$ cat config.mk
export PLATFORM = sky130hd
export DESIGN_NAME = seg7_to_nibble_capture
export DESIGN_NICKNAME = d
export VERILOG_FILES = /design/src/rtl/seg7_to_nibble_capture.sv
export SDC_FILE = /design/constraint.sdc
export NUM_CORES = 1
export LEC_CHECK = 0
export ABC_AREA = 0
export CELL_PAD_IN_SITES_DETAIL_PLACEMENT = 1
export CELL_PAD_IN_SITES_GLOBAL_PLACEMENT = 1
export CORE_MARGIN = 2
export CORE_UTILIZATION = 30
export DETAILED_ROUTE_END_ITERATION = 6
export PLACE_DENSITY = 0.66
export SYNTH_ARGS = -nofsm -noshare
export SYNTH_HDL_FRONTEND = slang
export SYNTH_SLANG_ARGS = --single-unit
$ cat constraint.sdc
create_clock -name clk -period 3.5 [get_ports clk]
set_clock_uncertainty 0.05 [all_clocks]
set_input_delay 0.7 -clock clk [delete_from_list [all_inputs] [get_ports clk]]
set_output_delay 0.7 -clock clk [all_outputs]
set_load 0.01 [all_outputs]
$ cat src/rtl/seg7_to_nibble_capture.sv
// Debounces a multiplexed active-low 7-segment bus, decodes each digit back to
// a nibble and hands changed digits out through a one-entry valid/ready slot.
module seg7_to_nibble_capture #(
    parameter int DIGIT_W       = 2,
    parameter int STABLE_CYCLES = 4,
    localparam int DIGITS       = 2**DIGIT_W
) (
    input  logic                  clk,
    input  logic                  rst,
    input  logic [6:0]            hex_in,
    input  logic [DIGITS-1:0]     dig_sel,
    output logic                  out_valid,
    input  logic                  out_ready,
    output logic [DIGIT_W-1:0]    out_digit,
    output logic [3:0]            out_nibble,
    output logic                  out_err,
    output logic [4*DIGITS-1:0]   snapshot,
    output logic [7:0]            drop_cnt
);
    localparam logic [3:0] S = 4'(STABLE_CYCLES);

    typedef enum logic {EMPTY, FULL} state_t;

    function automatic logic [4:0] decode(input logic [6:0] seg);
        case (seg)
            7'h3F: decode = 5'h00;  7'h06: decode = 5'h01;
            7'h5B: decode = 5'h02;  7'h4F: decode = 5'h03;
            7'h66: decode = 5'h04;  7'h6D: decode = 5'h05;
            7'h7D: decode = 5'h06;  7'h07: decode = 5'h07;
            7'h7F: decode = 5'h08;  7'h67: decode = 5'h09;
            7'h77: decode = 5'h0A;  7'h7C: decode = 5'h0B;
            7'h39: decode = 5'h0C;  7'h5E: decode = 5'h0D;
            7'h79: decode = 5'h0E;  7'h71: decode = 5'h0F;
            default: decode = 5'h10;
        endcase
    endfunction

    logic [6:0]              r_hex;
    logic [DIGITS-1:0]       r_sel;
    logic [3:0]              r_run;
    logic                    r_hit;
    state_t                  r_state;
    logic [DIGIT_W-1:0]      r_digit;
    logic [3:0]              r_nib;
    logic                    r_err;
    logic [4*DIGITS-1:0]     r_snap;
    logic [7:0]              r_drop;
    logic [DIGITS-1:0]       r_seen;
    logic [DIGITS-1:0][4:0]  r_stored;

    logic                    w_onehot;
    logic                    w_same;
    logic [3:0]              w_run_nxt;
    logic [DIGIT_W-1:0]      w_idx;
    logic [4:0]              w_dec;
    logic                    w_emit;
    logic                    w_drain;
    logic                    w_load;
    logic                    w_drop;
    state_t                  w_state_nxt;

    assign w_onehot = $onehot(dig_sel);
    assign w_same   = ({dig_sel, hex_in} == {r_sel, r_hex});

    always_comb begin
        w_run_nxt = 4'd0;
        if (w_onehot && w_same)
            w_run_nxt = (r_run == S) ? S : r_run + 4'd1;
        else if (w_onehot)
            w_run_nxt = 4'd1;
    end

    // r_hit marks the capture edge; the sample registers still hold that
    // capture's data on the following edge, where it is filtered and emitted.
    always_comb begin
        w_idx = '0;
        for (int i = 0; i < DIGITS; i++)
            if (r_sel[i]) w_idx = DIGIT_W'(i);
    end

    assign w_dec   = decode(~r_hex);
    assign w_emit  = r_hit && (!r_seen[w_idx] || (r_stored[w_idx] != w_dec));
    assign w_drain = out_valid && out_ready;

    always_comb begin
        w_state_nxt = r_state;
        w_load      = 1'b0;
        w_drop      = 1'b0;
        case (r_state)
            EMPTY: if (w_emit) begin
                w_state_nxt = FULL;
                w_load      = 1'b1;
            end
            FULL: begin
                if (w_emit && w_drain) w_load = 1'b1;
                else if (w_emit)       w_drop = 1'b1;
                else if (w_drain)      w_state_nxt = EMPTY;
            end
            default: w_state_nxt = EMPTY;
        endcase
    end

    always_ff @(posedge clk or posedge rst) begin
        if (rst) r_state <= EMPTY;
        else     r_state <= w_state_nxt;
    end

    always_ff @(posedge clk or posedge rst) begin
        if (rst) begin
            r_hex    <= '0;
            r_sel    <= '0;
            r_run    <= '0;
            r_hit    <= 1'b0;
            r_digit  <= '0;
            r_nib    <= '0;
            r_err    <= 1'b0;
            r_snap   <= '0;
            r_drop   <= '0;
            r_seen   <= '0;
            r_stored <= '0;
        end else begin
            r_hex <= hex_in;
            r_sel <= dig_sel;
            r_run <= w_run_nxt;
            r_hit <= (w_run_nxt == S) && (r_run != S);
            if (w_load) begin
                r_digit <= w_idx;
                r_nib   <= w_dec[3:0];
                r_err   <= w_dec[4];
            end
            if (w_drop && r_drop != 8'hFF)
                r_drop <= r_drop + 8'd1;
            if (w_emit) begin
                r_seen[w_idx]   <= 1'b1;
                r_stored[w_idx] <= w_dec;
                if (!w_dec[4])
                    r_snap[4*w_idx +: 4] <= w_dec[3:0];
            end
        end
    end

    assign out_valid  = (r_state == FULL);
    assign out_digit  = r_digit;
    assign out_nibble = r_nib;
    assign out_err    = r_err;
    assign snapshot   = r_snap;
    assign drop_cnt   = r_drop;
endmodule

# [Word-level counts from Yosys, hierarchy flattened]
# Index checks and enable logic that the tools add are counted.
[op_classes] mux=26 addsub=6 reduce_logical=10 eq_ne=23 shift=2 magnitude_cmp=2 n_bitwise=4
[ops] op="$eq A7 B7 Y1 const B" n=12
[ops] op="$pmux W5 S16" n=1
[ops] op="$neg A4 Y34" n=1
[ops] op="$shift A4 B34 Y16 const A" n=1
[ops] op="$shiftx A4 B34 Y16" n=1
[ops] op="$bwmux W20" n=1
[ops] op="$bwmux W16" n=1
[ops] op="$eq A7 B3 Y1 const B" n=2
[ops] op="$eq A7 B6 Y1 const B" n=2
[ops] op="$eq A11 B11 Y1" n=1
[ops] op="$mux W1" n=11
[ops] op="$bmux W5 S2" n=1
[ops] op="$demux W5 S2" n=1
[ops] op="$mux W5" n=2
[ops] op="$add A8 B1 Y8 const B" n=1
[ops] op="$eq A4 B3 Y1 const B" n=2
[ops] op="$mux W4" n=2
[ops] op="$ne A8 B8 Y1 const B" n=1
[ops] op="$logic_and A1 B1 Y1" n=7
[ops] op="$not A7 Y7" n=1
[ops] op="$ne A5 B5 Y1" n=1
[ops] op="$add A1 B1 Y2" n=2
[ops] op="$add A4 B1 Y4 const B" n=1
[ops] op="$mux W2" n=2
[ops] op="13 further kinds" n=15
[word_totals] reg_bits=72 out_inout_bits=32 word_cells=88 inputBits=14

# [Depth between registers and ports, before layout]
# Gate-level depths: netlist of the first run.
[logic_depth] depth_word=12 mapped_depth=11

# [Least setup slack after synthesis of the first run]
# Ideal clock, no wire load.
[synth_path] path_type="input to register" from="in dig_sel[0]" to="reg r_hit" setup_slack_ns=0.423 cell_stages=9 t_arrival_ns=2.921 cell_sequence="inv_1 > fa_1 > inv_1 > ha_1 > ha_1 > or4b_2 > a21oi_1 > o21ai_0 > nor4b_1"
[synth_via] elab_chain_cells=7 elab_cells_between_ends=9
[synth_lines] item="start, declared" line="11" rtl="input logic [DIGITS-1:0] dig_sel,"
[synth_lines] item="$add A1 B1 Y2 (not written as such)" line="62" rtl="assign w_onehot = $onehot(dig_sel);"
[synth_lines] item="$add A2 B2 Y3 (not written as such)" line="62"
[synth_lines] item="$eq A3 B1 Y1" line="62"
[synth_lines] item="$logic_and A1 B1 Y1 (*)" line="67" rtl="if (w_onehot && w_same)"
[synth_lines] item="$mux W4 (*)" line="67"
[synth_lines] item="net w_run_nxt[2]" line="53" rtl="logic [3:0] w_run_nxt;"
[synth_lines] item="$eq A4 B3 Y1 (*)" line="125" rtl="r_hit <= (w_run_nxt == S) && (r_run != S);"
[synth_lines] item="$logic_and A1 B1 Y1 (*)" line="125"
[synth_lines] item="end signal, assigned" line="125"
[synth_lines] item="end, declared" line="41" rtl="logic r_hit;"
# Mark *: on every way through the listed nets, which the timed path passes. The rest lies on a longest branch.
# A chain may end at the register's enable or synchronous reset.

# [Worst setup path after layout of the first run]
[layout_path] from="reg r_hex[0]" to="reg r_stored[3] (netlist bit)"
[layout_via] elab_chain_cells=6 elab_cells_between_ends=22
[layout_lines] item="start, declared" line="38" rtl="logic [6:0] r_hex;"
[layout_lines] item="start signal, assigned" line="122" rtl="r_hex <= hex_in;"
[layout_lines] item="$not A7 Y7 (*)" line="81" rtl="assign w_dec = decode(~r_hex);"
[layout_lines] item="$eq A7 B7 Y1, or another cell as far along" line="25" rtl="case (seg)"
[layout_lines] item="$pmux W5 S16 (*)" line="25"
[layout_lines] item="$ne A5 B5 Y1" line="82" rtl="assign w_emit = r_hit && (!r_seen[w_idx] || (r_stored[w_idx] != w_dec));"
[layout_lines] item="$logic_or A1 B1 Y1" line="82"
[layout_lines] item="$logic_and A1 B1 Y1" line="82"
[layout_lines] item="end signal, assigned by index" line="135" rtl="r_stored[w_idx] <= w_dec;"
[layout_lines] item="end, declared" line="49" rtl="logic [DIGITS-1:0][4:0] r_stored;"
# Every way passes the cells marked *; elsewhere a longest branch is shown, timed or not.

==> results of run 1 <==
[synth_stat cells, types with 2 or more instances]
| master | count |
|---|---|
| dfrtp_1 | 72 |
| mux2_4 | 27 |
| nor2_1 | 24 |
| inv_1 | 17 |
| a21oi_1 | 15 |
| xor2_1 | 15 |
| nand2_1 | 14 |
| ha_1 | 13 |
| mux2_2 | 13 |
| mux2i_1 | 10 |
| nand3_1 | 10 |
| xnor2_1 | 9 |
| and3_1 | 7 |
| buf_2 | 7 |
| buf_6 | 7 |
| nor2b_1 | 6 |
| nor3_1 | 6 |
| o21ai_0 | 6 |
| and3b_1 | 5 |
| nor3b_1 | 5 |
| mux2_1 | 4 |
| nand4_1 | 4 |
| nand2b_1 | 3 |
| nor4_1 | 3 |
| nor4b_1 | 3 |
| or2_1 | 3 |
| a22o_1 | 2 |
| and4b_1 | 2 |
| buf_1 | 2 |
| clkbuf_1 | 2 |
| nand3b_1 | 2 |
| nand4b_2 | 2 |
| or2_2 | 2 |
[sequential cells by signal, summed over array words and instances, names as in the netlist, 4 cells and up]
| register | flops |
|---|---|
| r_stored | 20 |
| r_sel | 4 |
| drop_cnt | 8 |
| r_hex | 7 |
| r_seen | 4 |
| r_run | 4 |
| snapshot | 16 |
| out_nibble | 4 |
[cells by family after synthesis]
group                    Yosys count
AND/OR/NAND/NOR                  111
flip-flops                        72
multiplexers                      54
buffers and inverters             35
AO/OA/AOI/OAI                     33
XOR/XNOR                          24
adder cells (fa/ha/maj)           14
[per-stage QoR]
stage               worst slack, ns  cell area (µm²)  total power [mW]  cells  TNS (ns)
floorplan                    0.4235             3980            0.9627    343         0
global placement            -0.1680             4619             1.015    559   -0.1680
detailed placement          -0.2828             4619             1.021    559   -0.2828
CTS                         0.06798             4882             1.849    574         0
global route                0.02281             4891             1.889    574         0
finish                       0.2259             4891             1.825    574         0
[how the worst max path moves through the flow]
stage,from,slack (ns),endpoint,cells after the start
after floorplan,dig_sel[0],0.42,r_hit,9
after global placement,dig_sel[0],-0.17,r_hit,10
after detailed placement,dig_sel[0],-0.28,r_hit,10
after CTS,dig_sel[0],0.07,r_hit,10
after global routing,r_hex[0],0.02,r_stored[3],8
final,r_hex[0],0.23,r_stored[3],8
[per-layer routing]
metal,vias to the layer above,wire (µm),GRT usage
met5,-,0,0
met1,1420,4410,0.1839
li1,1300,-,-
met4,0,140,0.04613
met3,11,255,0.02490
met2,45,4373,0.2238
[repair_timing]
item | CTS | global route
resized for setup | 0 | 3
setup buffers | 0 | 0
endpoints found under the setup margin | 0 | 4
[placed cells by master (no fill, tap or decap), types with 13 or more instances in the layout]
master / n
mux2_4: 27
xor2_1: 15
mux2_2: 13
a21oi_1: 14
ha_1: 13
inv_1: 16
buf_4: 13
nor2_1: 24
clkdlybuf4s50_1: 45
dfrtp_1: 71
nand2_1: 14
[power by group through the flow]
stage | Sequential [mW] | Combinational, mW | Clock (mW)
after floorplan | 0.862 | 0.101 | 0
after global placement | 0.876 | 0.138 | 0
after detailed placement | 0.878 | 0.143 | 0
after CTS | 0.862 | 0.145 | 0.842
after global routing | 0.865 | 0.160 | 0.865
final | 0.863 | 0.142 | 0.820
[cell type report]
type                       count  area, µm²  area share
clock buffer                   9      225.2     0.04605
clock inverter                 6      37.54    0.007675
inverter                      17      63.81     0.01305
multi-input combinational    236       1993      0.4075
sequential                    72       1803      0.3686
tap                          176      220.2     0.04502
timing repair buffer          58      548.0      0.1120
==> results.cfg, run 1 <==
[detailed_routing]
routed_via_density = 4.836
drtIter0Drc = 99
wl_per_cell_um = 15.99
vias = 2776
routed_wl_mm = 9.179
drc = 0
antenna_left = 0
first_pass_iters = 4

[min_path]
whs_endpoint = r_seen[2]
hp-class = reg -> reg
hold_path_startpoint = r_seen[2]
min_path_cells = 1

[synth]
seq_area_frac_synth = 0.4527
syn_area_mm2 = 0.003980
synth_compound_area_frac = 0.05281
ys_warn_count = 0
synth_top_area_share = 0.4527
synth.area.top_cells = dfrtp_1, mux2_4, ha_1
synth_cell_type_count = 54
synth_area_per_cell_um2 = 11.60
synthXorXnorAreaFrac = 0.05281
muxShareOfSynthArea = 0.1751
synthArstFlopShare = 1.000
ys_seq_elements = 72
synth-edff-count = 0
synth_fa_ha_area_frac = 0.04590
synth_cells = 343
synth_top_cell_by_area = dfrtp_1
synth_flop_cell = dfrtp_1
synth_top_family_by_area = multiplexers
synth_nets = 371
yosys.area_share.simple = 0.1723

[floorplanning]
core_area_mm2 = 0.01309
die_area_mm2 = 0.01420
num_rows = 42
fp.dieW_um = 119.2
io_pins = 46
dieHeight_um = 119.2
start_util = 0.3042

[clocking]
clock_path_buffers = 2
cts_tree = built
ctsHoldBuffers = 0
htree_levels = 3
clock-sinks = 72
insertion_delay_ns = 0.33
clkTransAtPathRegs_ns = 0.06
cts_made_buffers = 9
clockRootBuffer = clkbuf_16

[grt]
grt_first_pass_wirelength_mm = 15.64
track_usage = 0.1372
grt_pass1_vias = 2965
grt-ovfl-total = 0
antenna_found_initial = 0
grt_max_degree = 28

[sta]
fmax_mhz = 305.4
rsz0062_at_grt = no
maxSlewHeadroom = 0.6120
setup_viol = 0
finalHoldViolations = 0
worst_pin_slew_ns = 0.5819
timing.hold.ws_ns = 0.4194
drv_slew = 0
post-route-period-util = 0.9355
fin_crit_ns = 3.274

[pwr]
p_int_mw = 1.374
seqPwrFrac = 0.473
p_clk_frac = 0.449
combPwrFrac = 0.078
leakagePower_nw = 2.241
power.switching_mw = 0.4511
power_density_mw_per_mm2 = 373.2
vdd.ir_drop.worst_mv = 0.2093
swShare = 0.2471

[worst_setup_path]
crit_required_ns = 3.66
r2r_end = r_stored[3]
worst-r2r-setup-slack_ns = 0.23
crit_family = simple AND/OR/NAND/NOR gates
start_kind = flop
path_class = reg -> reg
crit_path_top_delay_cell = dfrtp_1
worst_path_largest_cell_delay_ns = 0.60
worst-path-buf-inv = 0
worstPathArrival_ns = 3.43
r2r.worst_path.cells = 8
worst-path-max-fanout = 14
cp-end-kind = flop
reg2reg_from = r_hex[0]
crit_chain = and3b_1 > a22o_1 > nand3b_4 > nor3_4 > xnor2_1 > nand4_2 > and3_1 > mux2_4

[placed_design]
port_buffers = 45
place_hpwl_mm = 6.684
globalplace.congestion = 0.7715

[layout]
drive_above_1_share = 0.2111
synthToLayoutAreaGrowth_pct = 22.89
diodes = 0
fin_nets = 422
fill_cells = 1440
fin_util = 0.3738

[outcome]
status = finished, final reports clean

[job]
max_cap_viol_count = 0
No activity file was read; power rests on OpenSTA's default activity.
==> run 2: changes to the inputs <==
- CTS_BUF_LIST: unset -> sky130_fd_sc_hd__clkbuf_8
==> results.cfg, run 2 (synthesis results as in run 1) <==
[layout]
layout_commonest_cell = dfrtp_1
drive_above_1_share = 0.2111
fin_nets = 422
layout_common_cells = dfrtp_1, clkdlybuf4s50_1, mux2_4, nor2_1, inv_1
stdcell_count = 574
largest_reg_flops = 20
fin_util = 0.3657
diodes = 0
top_register = r_stored
synthToLayoutAreaGrowth_pct = 20.25

[clocking]
postCtsResizedCells = 0
clock_path_buffers = 2
htree_levels = 3
clockRootBuffer = clkbuf_8
insertion_delay_ns = 0.35
clock-sinks = 72
cts_tree = built
post-cts-setup-buffers = 0
cts_made_buffers = 9
clkTransAtPathRegs_ns = 0.08
ctsHoldBuffers = 0

[floorplanning]
dieHeight_um = 119.2
num_rows = 42
core_area_mm2 = 0.01309
io_pins = 46
start_util = 0.3042
die_area_mm2 = 0.01420
fp.dieW_um = 119.2

[worst_setup_path]
path_class = in -> reg
critPathLaunch = dig_sel[0]
crit_required_ns = 3.69
reg2reg_from = r_hex[0]
cp-end-kind = flop
start_kind = input pin
worst-r2r-setup-slack_ns = 0.24
worstPathArrival_ns = 3.56
worst-path-max-fanout = 4

[detailed_routing]
routed_via_density = 4.800
vias = 2755
routed_wl_mm = 9.100
drc = 0
drtIter0Drc = 92
first_pass_iters = 4
antenna_left = 0
wl_per_cell_um = 15.85

[grt]
grt_max_degree = 28
grt_first_pass_wirelength_mm = 15.60
antenna_found_initial = 0
grt-ovfl-total = 0
track_usage = 0.1387
grt_pass1_vias = 2926

[sta]
fmax_mhz = 296.7
post-route-period-util = 0.9629
finalHoldViolations = 0
setup_viol = 0
fin_crit_ns = 3.370
rsz0062_at_grt = no
worst_pin_slew_ns = 0.5462
setup_slack_ns = 0.1300
drv_slew = 0
maxSlewHeadroom = 0.6359
finalSetupTns_ns = 0

[pwr]
vdd.ir_drop.worst_mv = 0.1686
leakagePower_nw = 2.193
power_density_mw_per_mm2 = 329.2

[job]
max_cap_viol_count = 0

[placed_design]
globalplace.congestion = 0.7715
place_hpwl_mm = 6.684
dp_slack_ns = -0.2828
port_buffers = 45
dp.cells = 559

[min_path]
hold_path_startpoint = r_seen[0]
hp-class = reg -> reg

[outcome]
status = finished, final reports clean
==> run 2: cell counts in the layout (fill, tap and decap cells not counted) <==
Identical to the previous run, type by type.
==> run 2: power breakdown <==
group	internal (mW)	switching, mW
clock network	0.249	0.324
registers	0.840	0.0216
logic	0.0614	0.0798
total	1.15	0.426
==> run 2: layer usage <==
metal | share of wire | vias up | wire [µm] | GRT usage
met1 | 0.48 | 1407 | 4354 | 0.1847
met3 | 0.027 | 10 | 250 | 0.03065
met2 | 0.48 | 43 | 4372 | 0.2234
li1 | - | 1295 | - | -
met4 | 0.013 | 0 | 122 | 0.04613
met5 | 0 | - | 0 | 0
==> run 2: stage by stage <==
step | power (mW) | hold slack [ns] | cell area, µm²
after floorplan | 0.9627 | 0.3829 | 3980
after global placement | 1.015 | 0.3989 | 4619
after detailed placement | 1.021 | 0.4006 | 4619
after CTS | 1.599 | 0.4190 | 4781
after global routing | 1.642 | 0.4294 | 4786
final | 1.576 | 0.4174 | 4786
==> run 2: area by class of cell <==
cell class	instances	area, µm²
timing repair buffer	58	548.0
fill	1446	8299
clock buffer	9	123.9
multi-input combinational	236	1989
tap	176	220.2
sequential	72	1803
clock inverter	6	37.54
inverter	17	63.81
==> run 2: path summary, 6_finish.rpt <==
check,cells past startpoint,to
worst max register to register,8,r_stored[2]
worst min register to register,1,r_seen[0]
min in group asynchronous,2,out_digit[0]
max in group asynchronous,3,r_hex[3]
worst min-delay path,1,r_seen[0]
worst max-delay path,10,r_hit
==> run 2: worst max-delay path, stage by stage <==
cell and delay (ns):
clkdlybuf4s50_1 0.47, inv_1 0.06, fa_1 0.54, inv_1 0.04, ha_1 0.18, ha_1 0.29, or4b_2 0.75, a21oi_2 0.16
o21ai_0 0.10, nor4b_1 0.27
==> run 3: changes to the inputs <==
- CORE_UTILIZATION: 30 -> 45
- PLACE_DENSITY: 0.66 -> 0.89
==> results.cfg, run 3 (synthesis results as in run 1) <==
[outcome]
status = finished, final reports clean

[grt]
track_usage = 0.2278
grt_first_pass_wirelength_mm = 17.23
grt_pass1_vias = 3189
grt-ovfl-total = 0
antenna_found_initial = 0
grt_max_degree = 28

[sta]
fin_crit_ns = 3.352
fmax_mhz = 298.4
maxSlewHeadroom = 0.5796
worst_pin_slew_ns = 0.6305
drv_slew = 0
rsz0062_at_grt = no
setup_viol = 0
finalHoldViolations = 0
timing.hold.ws_ns = 0.4229
post-route-period-util = 0.9576
setup_slack_ns = 0.1483

[pwr]
vdd.ir_drop.worst_mv = 0.1714
p_int_mw = 1.161
power.switching_mw = 0.4523
seqPwrFrac = 0.532
p_clk_frac = 0.374
combPwrFrac = 0.094
swShare = 0.2803
power_density_mw_per_mm2 = 340.1
leakagePower_nw = 2.232
power.total_mw = 1.613

[floorplanning]
die_area_mm2 = 0.009613
io_pins = 46
core_area_mm2 = 0.008636
dieHeight_um = 98.05
start_util = 0.4609
num_rows = 34
fp.dieW_um = 98.05

[placed_design]
place_hpwl_mm = 7.214
dp_slack_ns = -0.2699
globalplace.congestion = 0.8080
port_buffers = 45
dp.cells = 495
placed_area_mm2 = 0.004564

[layout]
regArea_mm2 = 0.001802
fin_area_mm2 = 0.004743
fin_nets = 426
drive_above_1_share = 0.2159
layout_common_cells = dfrtp_1, clkdlybuf4s50_1, mux2_4, nor2_1
fill_cells = 928
top_register = r_stored
synthToLayoutAreaGrowth_pct = 19.18
stdcell_count = 511
largest_reg_flops = 20
diodes = 0
layout_commonest_cell = dfrtp_1
multiInputGateArea_mm2 = 0.001992

[detailed_routing]
drtIter0Drc = 178
routed_wl_mm = 10.20
drc = 0
vias = 2846
routed_via_density = 5.569
first_pass_iters = 4
antenna_left = 0
wl_per_cell_um = 19.95

[worst_setup_path]
cp-endpoint = r_hit
r2r.worst_path.cells = 8
path_class = in -> reg
worst-r2r-setup-slack_ns = 0.27
r2r_end = out_nibble[1]
cp-end-kind = flop
critPathLaunch = dig_sel[0]
reg2reg_from = r_hex[3]
start_kind = input pin
worstPathArrival_ns = 3.56
crit_required_ns = 3.71
worst-path-max-fanout = 2

[clocking]
ctsHoldBuffers = 0
cts_made_buffers = 9
clockRootBuffer = clkbuf_8
insertion_delay_ns = 0.36
clkTransAtPathRegs_ns = 0.08
htree_levels = 3
clock-sinks = 72
clock_path_buffers = 2
cts_tree = built

[min_path]
hp-class = reg -> reg

[job]
max_cap_viol_count = 0
run 3: changes by cell type in the layout (fill, tap and decap cells not counted), sizes merged:
cell      change
buf           +4
clkinv        +2
clkinvlp      -3
inv           +2
run 3: what timing repair did:
item / CTS / global route
setup buffers: 0 / 0
setup endpoints to repair: 0 / 1
gates resized for setup: 0 / 1
run 3: layout make-up:
| type | count | share of cell area |
|---|---|---|
| multi-input cells | 236 | 0.4199 |
| flip-flops and latches | 72 | 0.3798 |
| repair buffers | 62 | 0.1219 |
| well taps | 108 | 0.02849 |
| clock buffers | 9 | 0.02611 |
| inverters | 17 | 0.01345 |
| clock inverters | 7 | 0.01029 |
run 3: routing by layer:
metal | up-vias | part of all wire | GRT usage
li1 | 1307 | - | -
met4 | 0 | 0.016 | 0.08013
met3 | 18 | 0.033 | 0.03364
met2 | 55 | 0.53 | 0.4036
met1 | 1466 | 0.43 | 0.2833
met5 | - | 0 | 0
run 3: worst min-delay path by stage:
stage | start | to | slack, ns | cells after the start
floorplan | r_seen[0] | r_seen[0] | 0.38 | 1
global placement | r_seen[1] | r_seen[1] | 0.40 | 1
detailed placement | r_seen[1] | r_seen[1] | 0.41 | 1
CTS | r_seen[1] | r_seen[1] | 0.43 | 1
global route | r_seen[1] | r_seen[1] | 0.46 | 1
finish | r_seen[1] | r_seen[1] | 0.42 | 1
run 3: metrics by stage:
step	setup TNS [ns]	util
2_1_floorplan	0	-
3_3_place_gp	-0.09497	0.5285
3_5_place_dp	-0.2699	0.5285
4_1_cts	0	0.5485
5_1_grt	0	0.5493
6_report	0	0.5493
run 3: worst max-delay path, stage by stage:
cell and delay (ns):
clkdlybuf4s50_1 0.48, inv_1 0.07, fa_1 0.53, inv_1 0.05, ha_1 0.17, ha_1 0.28
or4b_2 0.70, a21oi_1 0.19, o21ai_0 0.13, nor4b_2 0.26
run 3: power groups by stage:
| stage | Combinational [mW] | Sequential [mW] | Clock [mW] |
|---|---|---|---|
| after detailed placement | 0.151 | 0.874 | 0 |
| after CTS | 0.154 | 0.857 | 0.609 |
| final | 0.152 | 0.858 | 0.604 |
| after global routing | 0.169 | 0.859 | 0.647 |
| after floorplan | 0.101 | 0.862 | 0 |
| after global placement | 0.141 | 0.872 | 0 |
